==> config.mk <==
export PLATFORM = sky130hd
export DESIGN_NAME = lzc_pipe
export DESIGN_NICKNAME = d
export VERILOG_FILES = /design/src/rtl/fp_pkg.sv /design/src/rtl/lzc_node.sv /design/src/rtl/lzc_pipe.sv
export SDC_FILE = /design/constraint.sdc
export NUM_CORES = 1
export LEC_CHECK = 0
export ABC_AREA = 1
export CAP_MARGIN = 20
export CORE_ASPECT_RATIO = 1.75
export CORE_MARGIN = 2
export CORE_UTILIZATION = 53
export CTS_CLUSTER_DIAMETER = 150
export DETAILED_ROUTE_END_ITERATION = 10
export PLACE_DENSITY = 0.86
export SYNTH_ARGS = -nofsm -noshare
export SYNTH_HDL_FRONTEND = slang
export SYNTH_SLANG_ARGS = --single-unit
==> constraint.sdc <==
create_clock -name clk -period 2.1 [get_ports clk]
set_input_delay 0.42 -clock clk [delete_from_list [all_inputs] [get_ports clk]]
set_output_delay 0.42 -clock clk [all_outputs]
set_load 0.1 [all_outputs]
==> src/rtl/fp_pkg.sv <==
// Shared types and elaboration helpers for the FP add/sub normalisation path.
// Purely compile-time content: no logic, no latency.
// No flow control lives here; the users of these definitions own their handshakes.
package fp_pkg;

  // Per-transaction counting mode of the leading-count unit.
  typedef enum logic {
    LZC_ZEROS = 1'b0,
    LZC_ONES  = 1'b1
  } lzc_mode_e;

  // Width of a leading count for an operand of the given width.
  function automatic int lzc_zw(input int width);
    return $clog2(width);
  endfunction

  // True when some pipeline stage k in 1..stages registers the output of
  // tree level lvl. Stage k sits after level ceil(k*levels/stages).
  // Stages never outnumber levels, so no two stages share a level.
  function automatic bit lzc_stage_at(input int lvl, input int levels, input int stages);
    bit hit;
    hit = 1'b0;
    for (int k = 1; k <= stages; k++) begin
      if ((k * levels + stages - 1) / stages == lvl) hit = 1'b1;
    end
    return hit;
  endfunction

endpackage

==> src/rtl/lzc_node.sv <==
// One merge node of the leading-count tree: combines a left (more significant) and right child.
// Latency: 0 cycles, purely combinational.
// No flow control; the enclosing pipeline carries valid/ready around the tree.
module lzc_node #(
  parameter int CZW = 0   // count width of each child; 0 means the children are raw operand bits
) (
  input  logic [CZW:0]   left_i,   // {v, z} of the upper half, v in the MSB
  input  logic [CZW:0]   right_i,  // {v, z} of the lower half, v in the MSB
  output logic [CZW+1:0] node_o    // {v, z} of the merged span
);

  logic vl;
  logic vr;

  assign vl = left_i[CZW];
  assign vr = right_i[CZW];

  if (CZW == 0) begin : g_leaf
    // 2-bit leaf: count is 0 if the upper bit is set, else 1.
    assign node_o = {vl | vr, ~vl};
  end else begin : g_merge
    // If the upper half holds a one, its count stands; otherwise the whole
    // upper half is leading and the lower half's count is offset by it.
    assign node_o = {vl | vr,
                     vl ? {1'b0, left_i[CZW-1:0]} : {1'b1, right_i[CZW-1:0]}};
  end

endmodule

==> src/rtl/lzc_pipe.sv <==
// Pipelined leading-zero / leading-one counter with sideband tag, for the FP normalisation path.
// Latency: STAGES cycles (0 = combinational); one result per cycle while out_ready is high.
// Backpressure: per-stage valid/ready with bubble collapse; a held output keeps its data stable.
module lzc_pipe
  import fp_pkg::*;
#(
  parameter  int WIDTH  = 32,
  parameter  int STAGES = 2,
  parameter  int TAG_W  = 4,
  localparam int ZW     = lzc_zw(WIDTH)
) (
  input  logic             clk,
  input  logic             rst_n,
  input  logic             in_valid,
  output logic             in_ready,
  input  logic [WIDTH-1:0] in_a,
  input  logic             in_mode,
  input  logic [TAG_W-1:0] in_tag,
  output logic             out_valid,
  input  logic             out_ready,
  output logic [ZW-1:0]    out_z,
  output logic             out_v,
  output logic [TAG_W-1:0] out_tag
);

  lzc_mode_e        mode;
  logic [WIDTH-1:0] x;

  // Leading-one counting is leading-zero counting of the inverted operand.
  assign mode = lzc_mode_e'(in_mode);
  assign x    = (mode == LZC_ONES) ? ~in_a : in_a;

  // Level j of the tree has WIDTH>>j nodes, each packed as {v, z[j-1:0]}
  // (j+1 bits), node i at bits [i*(j+1) +: j+1]. Level 0 is the operand
  // itself with each bit acting as a 1-bit node whose v is the bit.
  // Every level exposes dat/vld/tag downstream and up_rdy upstream; a
  // level that is a stage boundary registers them, otherwise they pass
  // straight through.
  for (genvar j = 0; j <= ZW; j++) begin : g_lvl
    localparam int NN = WIDTH >> j;
    localparam int NW = j + 1;

    logic [NN*NW-1:0] dat;     // level output (after register if present)
    logic             vld;     // transaction present at this level's output
    logic [TAG_W-1:0] tag;
    logic             rdy;     // consumer of this level accepts this cycle
    logic             up_rdy;  // this level accepts from the level above

    if (j == ZW) begin : g_tail
      assign rdy = out_ready;
    end else begin : g_body
      assign rdy = g_lvl[j+1].up_rdy;
    end

    if (j == 0) begin : g_src
      assign dat    = x;
      assign vld    = in_valid;
      assign tag    = in_tag;
      assign up_rdy = rdy;
    end else begin : g_tree
      logic [NN*NW-1:0] cdat;
      logic             up_vld;
      logic [TAG_W-1:0] up_tag;

      assign up_vld = g_lvl[j-1].vld;
      assign up_tag = g_lvl[j-1].tag;

      for (genvar i = 0; i < NN; i++) begin : g_node
        lzc_node #(
          .CZW (j - 1)
        ) u_node (
          .left_i  (g_lvl[j-1].dat[(2*i+1)*j +: j]),
          .right_i (g_lvl[j-1].dat[(2*i)*j   +: j]),
          .node_o  (cdat[i*NW +: NW])
        );
      end

      if (lzc_stage_at(j, ZW, STAGES)) begin : g_reg
        logic             vld_q, vld_d;
        logic [NN*NW-1:0] dat_q, dat_d;
        logic [TAG_W-1:0] tag_q, tag_d;
        logic             load;

        // Accept when empty or when the held entry leaves this cycle,
        // so an empty stage never waits on a stalled tail.
        assign up_rdy = !vld_q || rdy;
        assign load   = up_vld && up_rdy;

        // Next state: refill or drain on acceptance, otherwise hold.
        always_comb begin
          vld_d = vld_q;
          dat_d = dat_q;
          tag_d = tag_q;
          if (up_rdy) vld_d = up_vld;
          if (load) begin
            dat_d = cdat;
            tag_d = up_tag;
          end
        end

        // Stage register; reset discards anything in flight.
        always_ff @(posedge clk or negedge rst_n) begin
          if (!rst_n) begin
            vld_q <= 1'b0;
            dat_q <= '0;
            tag_q <= '0;
          end else begin
            vld_q <= vld_d;
            dat_q <= dat_d;
            tag_q <= tag_d;
          end
        end

        assign dat = dat_q;
        assign vld = vld_q;
        assign tag = tag_q;
      end else begin : g_comb
        assign dat    = cdat;
        assign vld    = up_vld;
        assign tag    = up_tag;
        assign up_rdy = rdy;
      end
    end
  end

  // The raw tree count is all-ones for an all-zero operand; report 0 instead.
  assign in_ready  = g_lvl[0].up_rdy;
  assign out_valid = g_lvl[ZW].vld;
  assign out_v     = g_lvl[ZW].dat[ZW];
  assign out_z     = out_v ? g_lvl[ZW].dat[ZW-1:0] : '0;
  assign out_tag   = g_lvl[ZW].tag;

endmodule

==> flow_metrics.env, run 1 <==
export IMPL_outcome="complete, no violations"
export IMPL_insertion_delay_ps=290
export IMPL_drc_errors=0
export IMPL_critPathLaunchType="input pin"
export IMPL_rsz0062_at_grt="no"
export IMPL_postCtsSetupRepairBufs=0
export IMPL_via_per_inst=4.935
export IMPL_p_per_area_nw_per_um2=798.2
export IMPL_synth_compound_gate_area_share_pct=11.97
export IMPL_place_area_um2=2605
export IMPL_die_w_um=50.76
export IMPL_clock_skew_ps=5.408
export IMPL_avgRoutedWirePerCell_um=10.47
export IMPL_cts_path_max_buffers=2
export IMPL_synth_main_ff_cell="dfrtp_1"
export IMPL_gp_congestion=0.8620
export IMPL_die_y_um=85.84
export IMPL_area_growth_pct=32.88
export IMPL_fmax_mhz=608.2
export IMPL_path_clk_slew_ps=50
export IMPL_drt_pre_antenna_iters=4
export IMPL_row_count=29
export IMPL_finalSetupViolations=0
export IMPL_drt_wl_total_mm=4.221
export IMPL_synthXorXnorAreaFrac_pct=3.886
export IMPL_die_area_um2=4357
export IMPL_worst_pin_slew_ps=383.1
export IMPL_fin_crit_ps=1644
export IMPL_max_cap_violations=0
export IMPL_nNetsFinal=397
export IMPL_final_cell_area_um2=2695
export IMPL_coreArea_um2=3665
export IMPL_drive_above_1_share_pct=9.804
export IMPL_ys_ff_latch=32
export IMPL_portBuffers=52
export IMPL_crit_path_end_kind="flip-flop"
export IMPL_synth_fa_ha_area_share_pct=0
export IMPL_fin_tns_setup_ps=0
export IMPL_drtIter0Drc=43
export IMPL_grt_ovfl_total=0
export IMPL_root_buffer="clkbuf_8"
export IMPL_ys_top_cells_by_area="dfrtp_1 (39%), nand2_1 (19%), inv_1 (7.2%)"
export IMPL_io_pins=53
export IMPL_fill_cells=292
export IMPL_slew_violations=0
export IMPL_syn_inst=301
export IMPL_post_synth_top_count_cell="nand2_1"
export IMPL_synth_commonest_cells="nand2_1 (103), inv_1 (39), dfrtp_1 (32), nor2_1 (29)"
export IMPL_crit_required_ps=2280
export IMPL_fin_util_pct=73.54
export IMPL_grt_pass1_vias=1946
export IMPL_cts_buffers=5
export IMPL_synth_area_leader_cell="dfrtp_1"
export IMPL_post_cts_resized=0
export IMPL_synth_top_family_by_area="simple AND/OR/NAND/NOR gates"
export IMPL_grt_max_degree=47
export IMPL_synthesis_area_um2=2028
export IMPL_n_antenna_cell=0
export IMPL_ys_types=27
export IMPL_antenna_found_initial=0
export IMPL_seq_area_frac_synth_pct=39.48
export IMPL_finalCritPeriodShare_pct=78.29
export IMPL_clock_sinks=32
export IMPL_via_count=1989
export IMPL_syn_area_per_cell_um2=6.738
export IMPL_yosys_area_top_type_share_pct=39.48
export IMPL_min_path_type="reg2reg"
export IMPL_yosysWarningCount=0
export IMPL_p_leak_nw=1.417
export IMPL_crit_arrival_ps=1820
export IMPL_synthArstFlopShare_pct=100.0
export IMPL_grtUsageTotal_pct=22.94
export IMPL_synth_edff_count=0
export IMPL_ant_nets=0
export IMPL_synth_simple_area_share_pct=33.07
export IMPL_syn_nets=342
export IMPL_critical_path_max_fanout=46
export IMPL_htreeDepth=2
export IMPL_start_util_pct=55.34
export IMPL_hold_viol=0
export IMPL_cts_tree="built"
export IMPL_synth_mux_area_fraction_pct=0
export IMPL_irDropWorstVdd_mv=0.5935
export IMPL_slew_headroom_pct=74.37
export IMPL_dp_hpwl_mm=3.451
export IMPL_criticalPathCategory="in2reg"
export IMPL_grt_first_pass_wirelength_mm=7.610
export IMPL_postCtsHoldBufs=0
-- cells in the final DEF (no fill, tap or decap), types with 3 or more instances in the layout --
master / Yosys / layout
o21ai_0: 22 / 22
dfrtp_1: 32 / 30
o21ai_1: 4 / 4
nor2_1: 29 / 29
o211ai_1: 3 / 3
clkdlybuf4s50_1: 0 / 40
xor2_1: 3 / 3
buf_4: 1 / 14
nand2_1: 103 / 103
a31oi_1: 4 / 4
inv_1: 39 / 39
buf_12: 0 / 4
a21oi_1: 8 / 8
xnor2_1: 6 / 6
clkbuf_8: 0 / 6
nor3_1: 3 / 3
nand3_1: 22 / 21
-- area by class of cell --
type                            instances  area (µm²)  share of cell area, %
Clock buffer                            8       90.09                  3.343
Inverter                               41       153.9                  5.710
Tap cell                               46       57.56                  2.136
Sequential cell                        32       803.3                  29.81
Timing Repair Buffer                   58       585.6                  21.73
Multi-Input combinational cell        218        1005                  37.28
-- routing by layer --
| metal | up-vias | global-route usage [%] | wire (µm) |
|---|---|---|---|
| met5 | - | 0 | 0 |
| met4 | 0 | 11.55 | 118 |
| met2 | 42 | 44.02 | 2435 |
| li1 | 1051 | - | - |
| met1 | 888 | 22.12 | 1555 |
| met3 | 8 | 4.704 | 112 |
-- registers in the layout, summed over array words and instances, names as in the netlist --
register                  cells
out_valid                     1
g_lvl.g_tree.g_reg.tag_q      4
out_tag                       4
g_lvl.g_tree.g_reg.vld_q      1
g_lvl.dat                    22
-- worst max-delay path, cell delays in order --
cell             delay (ps)
clkdlybuf4s50_1         450
buf_12                  200
inv_2                   110
nand2_1                  80
o21ai_1                 210
nand3_1                 150
a21oi_1                 140
nor2_1                   60
-- power breakdown --
| group | switching [mW] | internal [mW] |
|---|---|---|
| logic | 0.636 | 0.273 |
| registers | 0.0550 | 0.711 |
| clock network | 0.210 | 0.267 |
| total | 0.901 | 1.25 |
-- cell families (layout without fill, tap and decap cells) --
| family | after synthesis | in the layout |
|---|---|---|
| buffers and inverters | 51 | 107 |
| AND/OR/NAND/NOR | 165 | 165 |
| XOR/XNOR | 9 | 9 |
| AO/OA/AOI/OAI | 44 | 44 |
| flip-flops | 32 | 32 |
-- path summary, 6_finish.rpt --
check	start	to	slack, ps	cells after the start
worst min-delay path	g_lvl[3].dat[14]	g_lvl[3].dat[14]	470	2
worst min register to register	g_lvl[3].dat[14]	g_lvl[3].dat[14]	470	2
worst max register to register	out_valid	g_lvl[3].dat[8]	760	6
worst max-delay path	in_mode	g_lvl[3].dat[8]	460	8
max in group asynchronous	rst_n	out_valid	1280	2
min in group asynchronous	rst_n	g_lvl[3].dat[11]	520	2
-- stage by stage --
step / std cells / setup slack, ps / total power, mW / hold WS (ps)
6_report: 403 / 455.9 / 2.151 / 472.4
5_1_grt: 403 / 371.1 / 2.277 / 504.5
4_1_cts: 403 / 463.4 / 2.164 / 478.3
3_5_place_dp: 395 / 192.2 / 1.690 / 462.9
3_3_place_gp: 395 / 225.4 / 1.669 / 461.6
2_1_floorplan: 301 / 198.2 / 1.411 / 124.4
No activity file was read; power rests on OpenSTA's default activity.
==> run 2, diff against run 1 <==
Settings changed: CORE_UTILIZATION 53 to 44, PLACE_DENSITY 0.86 to 0.76.
Clock period 2.1 ns to 1.47 ns, I/O delays scaled along.
==> flow_metrics.env, run 2 (synthesis gave the netlist of run 1 again) <==
export IMPL_outcome="complete, no violations"
export IMPL_hold_viol=0
export IMPL_criticalPathCategory="reg2out"
export IMPL_pwr_share_clk_pct=20.9
export IMPL_drive_above_1_share_pct=18.13
export IMPL_ant_nets=0
export IMPL_drt_pre_antenna_iters=4
export IMPL_startpoint="g_lvl[5].dat[5]"
export IMPL_grt_ovfl_total=0
export IMPL_start_util_pct=46.05
export IMPL_reg2reg_to="g_lvl[3].dat[8]"
export IMPL_gp_congestion=0.8448
export IMPL_clock_skew_ps=5.120
export IMPL_dp_cells=418
export IMPL_worstPathCellList="nand2_2 > clkinvlp_4 > buf_12"
export IMPL_r2r_cells=6
export IMPL_endpoint="out_z[1]"
export IMPL_regToRegSetupSlack_ps=210
export IMPL_finalSetupViolations=0
export IMPL_fmax_mhz=684.3
export IMPL_die_area_um2=5190
export IMPL_fin_util_pct=69.12
export IMPL_drc_errors=0
export IMPL_avgRoutedWirePerCell_um=10.72
export IMPL_area_growth_pct=50.09
export IMPL_path_clk_slew_ps=60
export IMPL_rsz0062_at_grt="yes"
export IMPL_drt_wl_total_mm=4.565
export IMPL_largest_reg_flops=22
export IMPL_fin_tns_setup_ps=0
export IMPL_mostFrequentLayoutCells="nand2_1 (98), clkdlybuf4s50_1 (38), inv_1 (32), dfrtp_1 (30), nor2_1 (29)"
export IMPL_nNetsFinal=416
export IMPL_htreeDepth=2
export IMPL_worstReg2RegStart="out_valid"
export IMPL_slew_violations=0
export IMPL_p_leak_nw=1.536
export IMPL_die_w_um=55.32
export IMPL_clock_sinks=32
export IMPL_row_count=32
export IMPL_min_path_type="in2async"
export IMPL_finalCritPeriodShare_pct=99.41
export IMPL_crit_arrival_ps=1170
export IMPL_grt_busiest_layer="met2"
export IMPL_cp_slowest_cell="dfrtp_4"
export IMPL_cts_tree="built"
export IMPL_fin_cells=426
export IMPL_crit_path_end_kind="output pin"
export IMPL_postCtsHoldBufs=0
export IMPL_p_switching_mw=1.358
export IMPL_dp_hpwl_mm=3.506
export IMPL_crit_required_ps=1180
export IMPL_die_y_um=93.82
export IMPL_root_buffer="clkbuf_8"
export IMPL_whs_ps=362.5
export IMPL_fin_crit_ps=1461
export IMPL_coreArea_um2=4404
export IMPL_critPathLaunchType="flip-flop"
export IMPL_max_cap_violations=0
export IMPL_p_per_area_nw_per_um2=1122
export IMPL_cp_slowest_stage_delay_ps=520
export IMPL_portBuffers=52
export IMPL_gr_usage_met3_pct=3.306
export IMPL_final_common_cell="nand2_1"
export IMPL_via_count=2139
export IMPL_slew_headroom_pct=82.10
export IMPL_grt_util_met2_pct=36.51
export IMPL_p_int_mw=2.058
export IMPL_drtIter0Drc=44
export IMPL_grt_pass1_vias=1954
export IMPL_cts_buffers=5
export IMPL_power_frac_comb_pct=46.0
export IMPL_p_sw_share_pct=39.75
export IMPL_insertion_delay_ps=290
export IMPL_seqPwrFrac_pct=33.1
export IMPL_irDropWorstVdd_mv=1.020
export IMPL_grtUsageTotal_pct=18.29
export IMPL_worst_pin_slew_ps=265.8
export IMPL_io_pins=53
export IMPL_grt_first_pass_wirelength_mm=7.590
export IMPL_grt_util_met1_pct=17.03
export IMPL_via_per_inst=5.021
export IMPL_critical_path_max_fanout=7
export IMPL_n_antenna_cell=0
export IMPL_grt_max_degree=38
export IMPL_antenna_found_initial=0
export IMPL_finalPower_mw=3.416
export IMPL_cts_path_max_buffers=2
run 2: cell types whose count changed in the layout (fill, tap and decap cells not counted), moves of 2 or more:
cell             before  now
clkbuf_1              2    0
dfrtp_2               2    0
inv_1                39   32
buf_4                14   22
buf_12                4   14
dfrtp_4               0    2
clkdlybuf4s50_1      40   38
clkinvlp_4            0    5
nand2_2               1    5
nand2_1             103   98
run 2: power groups by stage:
| stage | Combinational (mW) | Clock, mW | Sequential (mW) |
|---|---|---|---|
| floorplan | 0.625 | 0 | 1.45 |
| global placement | 1.54 | 0 | 1.15 |
| detailed placement | 1.55 | 0 | 1.15 |
| CTS | 1.58 | 0.716 | 1.13 |
| global route | 1.66 | 0.783 | 1.15 |
| finish | 1.57 | 0.713 | 1.13 |
run 2: layout make-up:
cell class	count	area (µm²)
Tap cell	51	63.81
Timing Repair Buffer	77	872.1
Inverter	41	175.2
Clock buffer	7	96.34
Multi-Input combinational cell	218	1028
Sequential cell	32	808.3
Fill cell	373	1360
run 2: worst min path at each step:
stage	start	endpoint	cells past startpoint	slack, ps
3_5_place_dp	g_lvl[3].dat[14]	g_lvl[3].dat[14]	2	460
3_3_place_gp	g_lvl[3].g_tree.g_reg.tag_q[3]	out_tag[3]	2	460
4_1_cts	rst_n	out_tag[0]	2	380
6_report	rst_n	out_tag[0]	2	360
2_1_floorplan	rst_n	g_lvl[3].dat[0]	0	-2
5_1_grt	rst_n	out_tag[0]	2	370
run 2: worst max-delay path: cells and delay by family, from the launching register on:
family	cells	cell delay (ps)
flip-flops	1	520
buffers and inverters	2	260
AND/OR/NAND/NOR	1	100
run 2: stage by stage:
stage	instance area, µm²	setup WS, ps
floorplan	2090	-205.1
global placement	2918	-246.9
detailed placement	2918	-287.1
CTS	3028	1.109
global route	3044	-32.16
finish	3044	8.611
run 2: repair_timing:
item | CTS | global route
setup endpoints to repair | 8 | 13
pin swaps | 0 | 1
buffers inserted | 1 | 0
resized for setup | 5 | 1
cloned | 0 | 1
run 2: layer usage:
metal | vias to the layer above | share of wire [%]
met5 | - | 0
met4 | 0 | 2.5
met3 | 11 | 3.1
met2 | 47 | 58
met1 | 991 | 36
li1 | 1090 | -
==> run 3, diff against run 2 <==
Settings changed: CORE_UTILIZATION 44 to 53, PLACE_DENSITY 0.76 to 0.86.
Clock period 1.47 ns to 1.7 ns, I/O delays scaled along.
==> flow_metrics.env, run 3 (synthesis gave the netlist of run 1 again) <==
export IMPL_outcome="complete, no violations"
export IMPL_endpoint="in_ready"
export IMPL_cp_slowest_cell="clkdlybuf4s50_1"
export IMPL_grt_max_degree=40
export IMPL_regToRegSetupSlack_ps=270
export IMPL_crit_buf_inv=4
export IMPL_whs_ps=425.4
export IMPL_dp_hpwl_mm=3.627
export IMPL_critical_path_max_fanout=2
export IMPL_postCtsSetupRepairBufs=0
export IMPL_clock_skew_ps=6.646
export IMPL_antenna_found_initial=0
export IMPL_die_w_um=50.76
export IMPL_grtUsageTotal_pct=23.94
export IMPL_crit_path_end_kind="output pin"
export IMPL_insertion_delay_ps=280
export IMPL_die_area_um2=4357
export IMPL_wl_met3_um=137
export IMPL_finalCritPeriodShare_pct=93.37
export IMPL_drt_pre_antenna_iters=4
export IMPL_die_y_um=85.84
export IMPL_startpoint="out_ready"
export IMPL_finalPower_mw=2.886
export IMPL_slew_violations=0
export IMPL_avgRoutedWirePerCell_um=11.13
export IMPL_worstPathCellList="clkdlybuf4s50_1 > inv_1 > nand3_4 > buf_4 > buf_12"
export IMPL_place_area_um2=2824
export IMPL_clock_sinks=32
export IMPL_cts_tree="built"
export IMPL_post_cts_resized=0
export IMPL_crit_required_ps=1360
export IMPL_fin_ws_ps=112.7
export IMPL_finalSetupViolations=0
export IMPL_grt_first_pass_wirelength_mm=8.004
export IMPL_nNetsFinal=406
export IMPL_gp_congestion=0.8616
export IMPL_min_path_type="in2async"
export IMPL_via_per_inst=5.090
export IMPL_place_ws_ps=-110.8
export IMPL_ant_nets=0
export IMPL_grt_ovfl_total=0
export IMPL_final_common_cell="nand2_1"
export IMPL_p_leak_nw=1.466
export IMPL_cts_path_max_buffers=2
export IMPL_r2r_cells=5
export IMPL_met2_length_mm=2.659
export IMPL_hold_viol=0
export IMPL_drtIter0Drc=62
export IMPL_fin_crit_ps=1587
export IMPL_row_count=29
export IMPL_htreeDepth=2
export IMPL_worstReg2RegStart="g_lvl[3].dat[11]"
export IMPL_critPathTopFamily="buffers and inverters"
export IMPL_rsz0062_at_grt="no"
export IMPL_final_cell_area_um2=2917
export IMPL_irDropWorstVdd_mv=0.7217
export IMPL_slew_headroom_pct=74.44
export IMPL_portBuffers=52
export IMPL_postCtsHoldBufs=0
export IMPL_drc_errors=0
export IMPL_path_clk_slew_ps=60
export IMPL_worst_pin_slew_ps=382.0
export IMPL_cp_slowest_stage_delay_ps=400
export IMPL_root_buffer="clkbuf_8"
export IMPL_criticalPathCategory="in2out"
export IMPL_coreArea_um2=3665
export IMPL_p_per_area_nw_per_um2=989.5
export IMPL_mostFrequentLayoutCells="nand2_1 (103), clkdlybuf4s50_1 (40), inv_1 (33), dfrtp_1 (30), nor2_1 (29)"
export IMPL_crit_arrival_ps=1250
export IMPL_cts_buffers=5
export IMPL_largest_reg_flops=22
export IMPL_grt_pass1_vias=2052
export IMPL_reg2reg_to="g_lvl[5].dat[0]"
export IMPL_drive_above_1_share_pct=14.21
export IMPL_max_cap_violations=0
export IMPL_highest_layer="met4"
export IMPL_start_util_pct=55.34
export IMPL_area_growth_pct=43.80
export IMPL_drt_wl_total_mm=4.587
export IMPL_path_depth=5
export IMPL_via_count=2097
export IMPL_io_pins=53
export IMPL_n_antenna_cell=0
export IMPL_wl_met1_mm=1.615
export IMPL_fmax_mhz=630.0
export IMPL_critPathLaunchType="input pin"
-- run 3: worst min path at each step --
| stage | cells past startpoint | endpoint | slack (ps) | from |
|---|---|---|---|---|
| 2_1_floorplan | 0 | g_lvl[3].dat[0] | 40 | rst_n |
| 3_3_place_gp | 2 | out_tag[3] | 460 | g_lvl[3].g_tree.g_reg.tag_q[3] |
| 3_5_place_dp | 2 | g_lvl[3].dat[14] | 470 | g_lvl[3].dat[14] |
| 4_1_cts | 2 | out_tag[0] | 440 | rst_n |
| 5_1_grt | 2 | out_tag[0] | 430 | rst_n |
| 6_report | 2 | g_lvl[3].g_tree.g_reg.tag_q[2] | 430 | rst_n |
-- run 3: through the flow --
step / setup TNS [ps] / instances / util, %
after floorplan: -40.10 / 301 / -
after global placement: -214.8 / 404 / 77.06
after detailed placement: -605.8 / 404 / 77.06
after CTS: 0 / 412 / 79.58
after global routing: 0 / 412 / 79.58
final: 0 / 412 / 79.58
-- run 3: per-layer routing --
layer  vias to the layer above  track usage [%]
li1                       1069                -
met1                       952            21.62
met2                        59            47.97
met3                        17            3.136
met4                         0            13.51
met5                         -                0
-- run 3: where the power goes --
group	switching, mW	internal (mW)	leakage [nW]
combinational	0.818	0.505	1.03
clock	0.268	0.322	0.0510
sequential	0.0917	0.880	0.386
total	1.18	1.71	1.47
-- run 3: cell type report --
type	count	area, µm²
inverter	41	172.7
sequential	32	805.8
timing repair buffer	67	778.2
multi-input combinational	218	1010
tap	46	57.56
clock buffer	6	82.58
fill	248	748.2
clock inverter	2	10.01
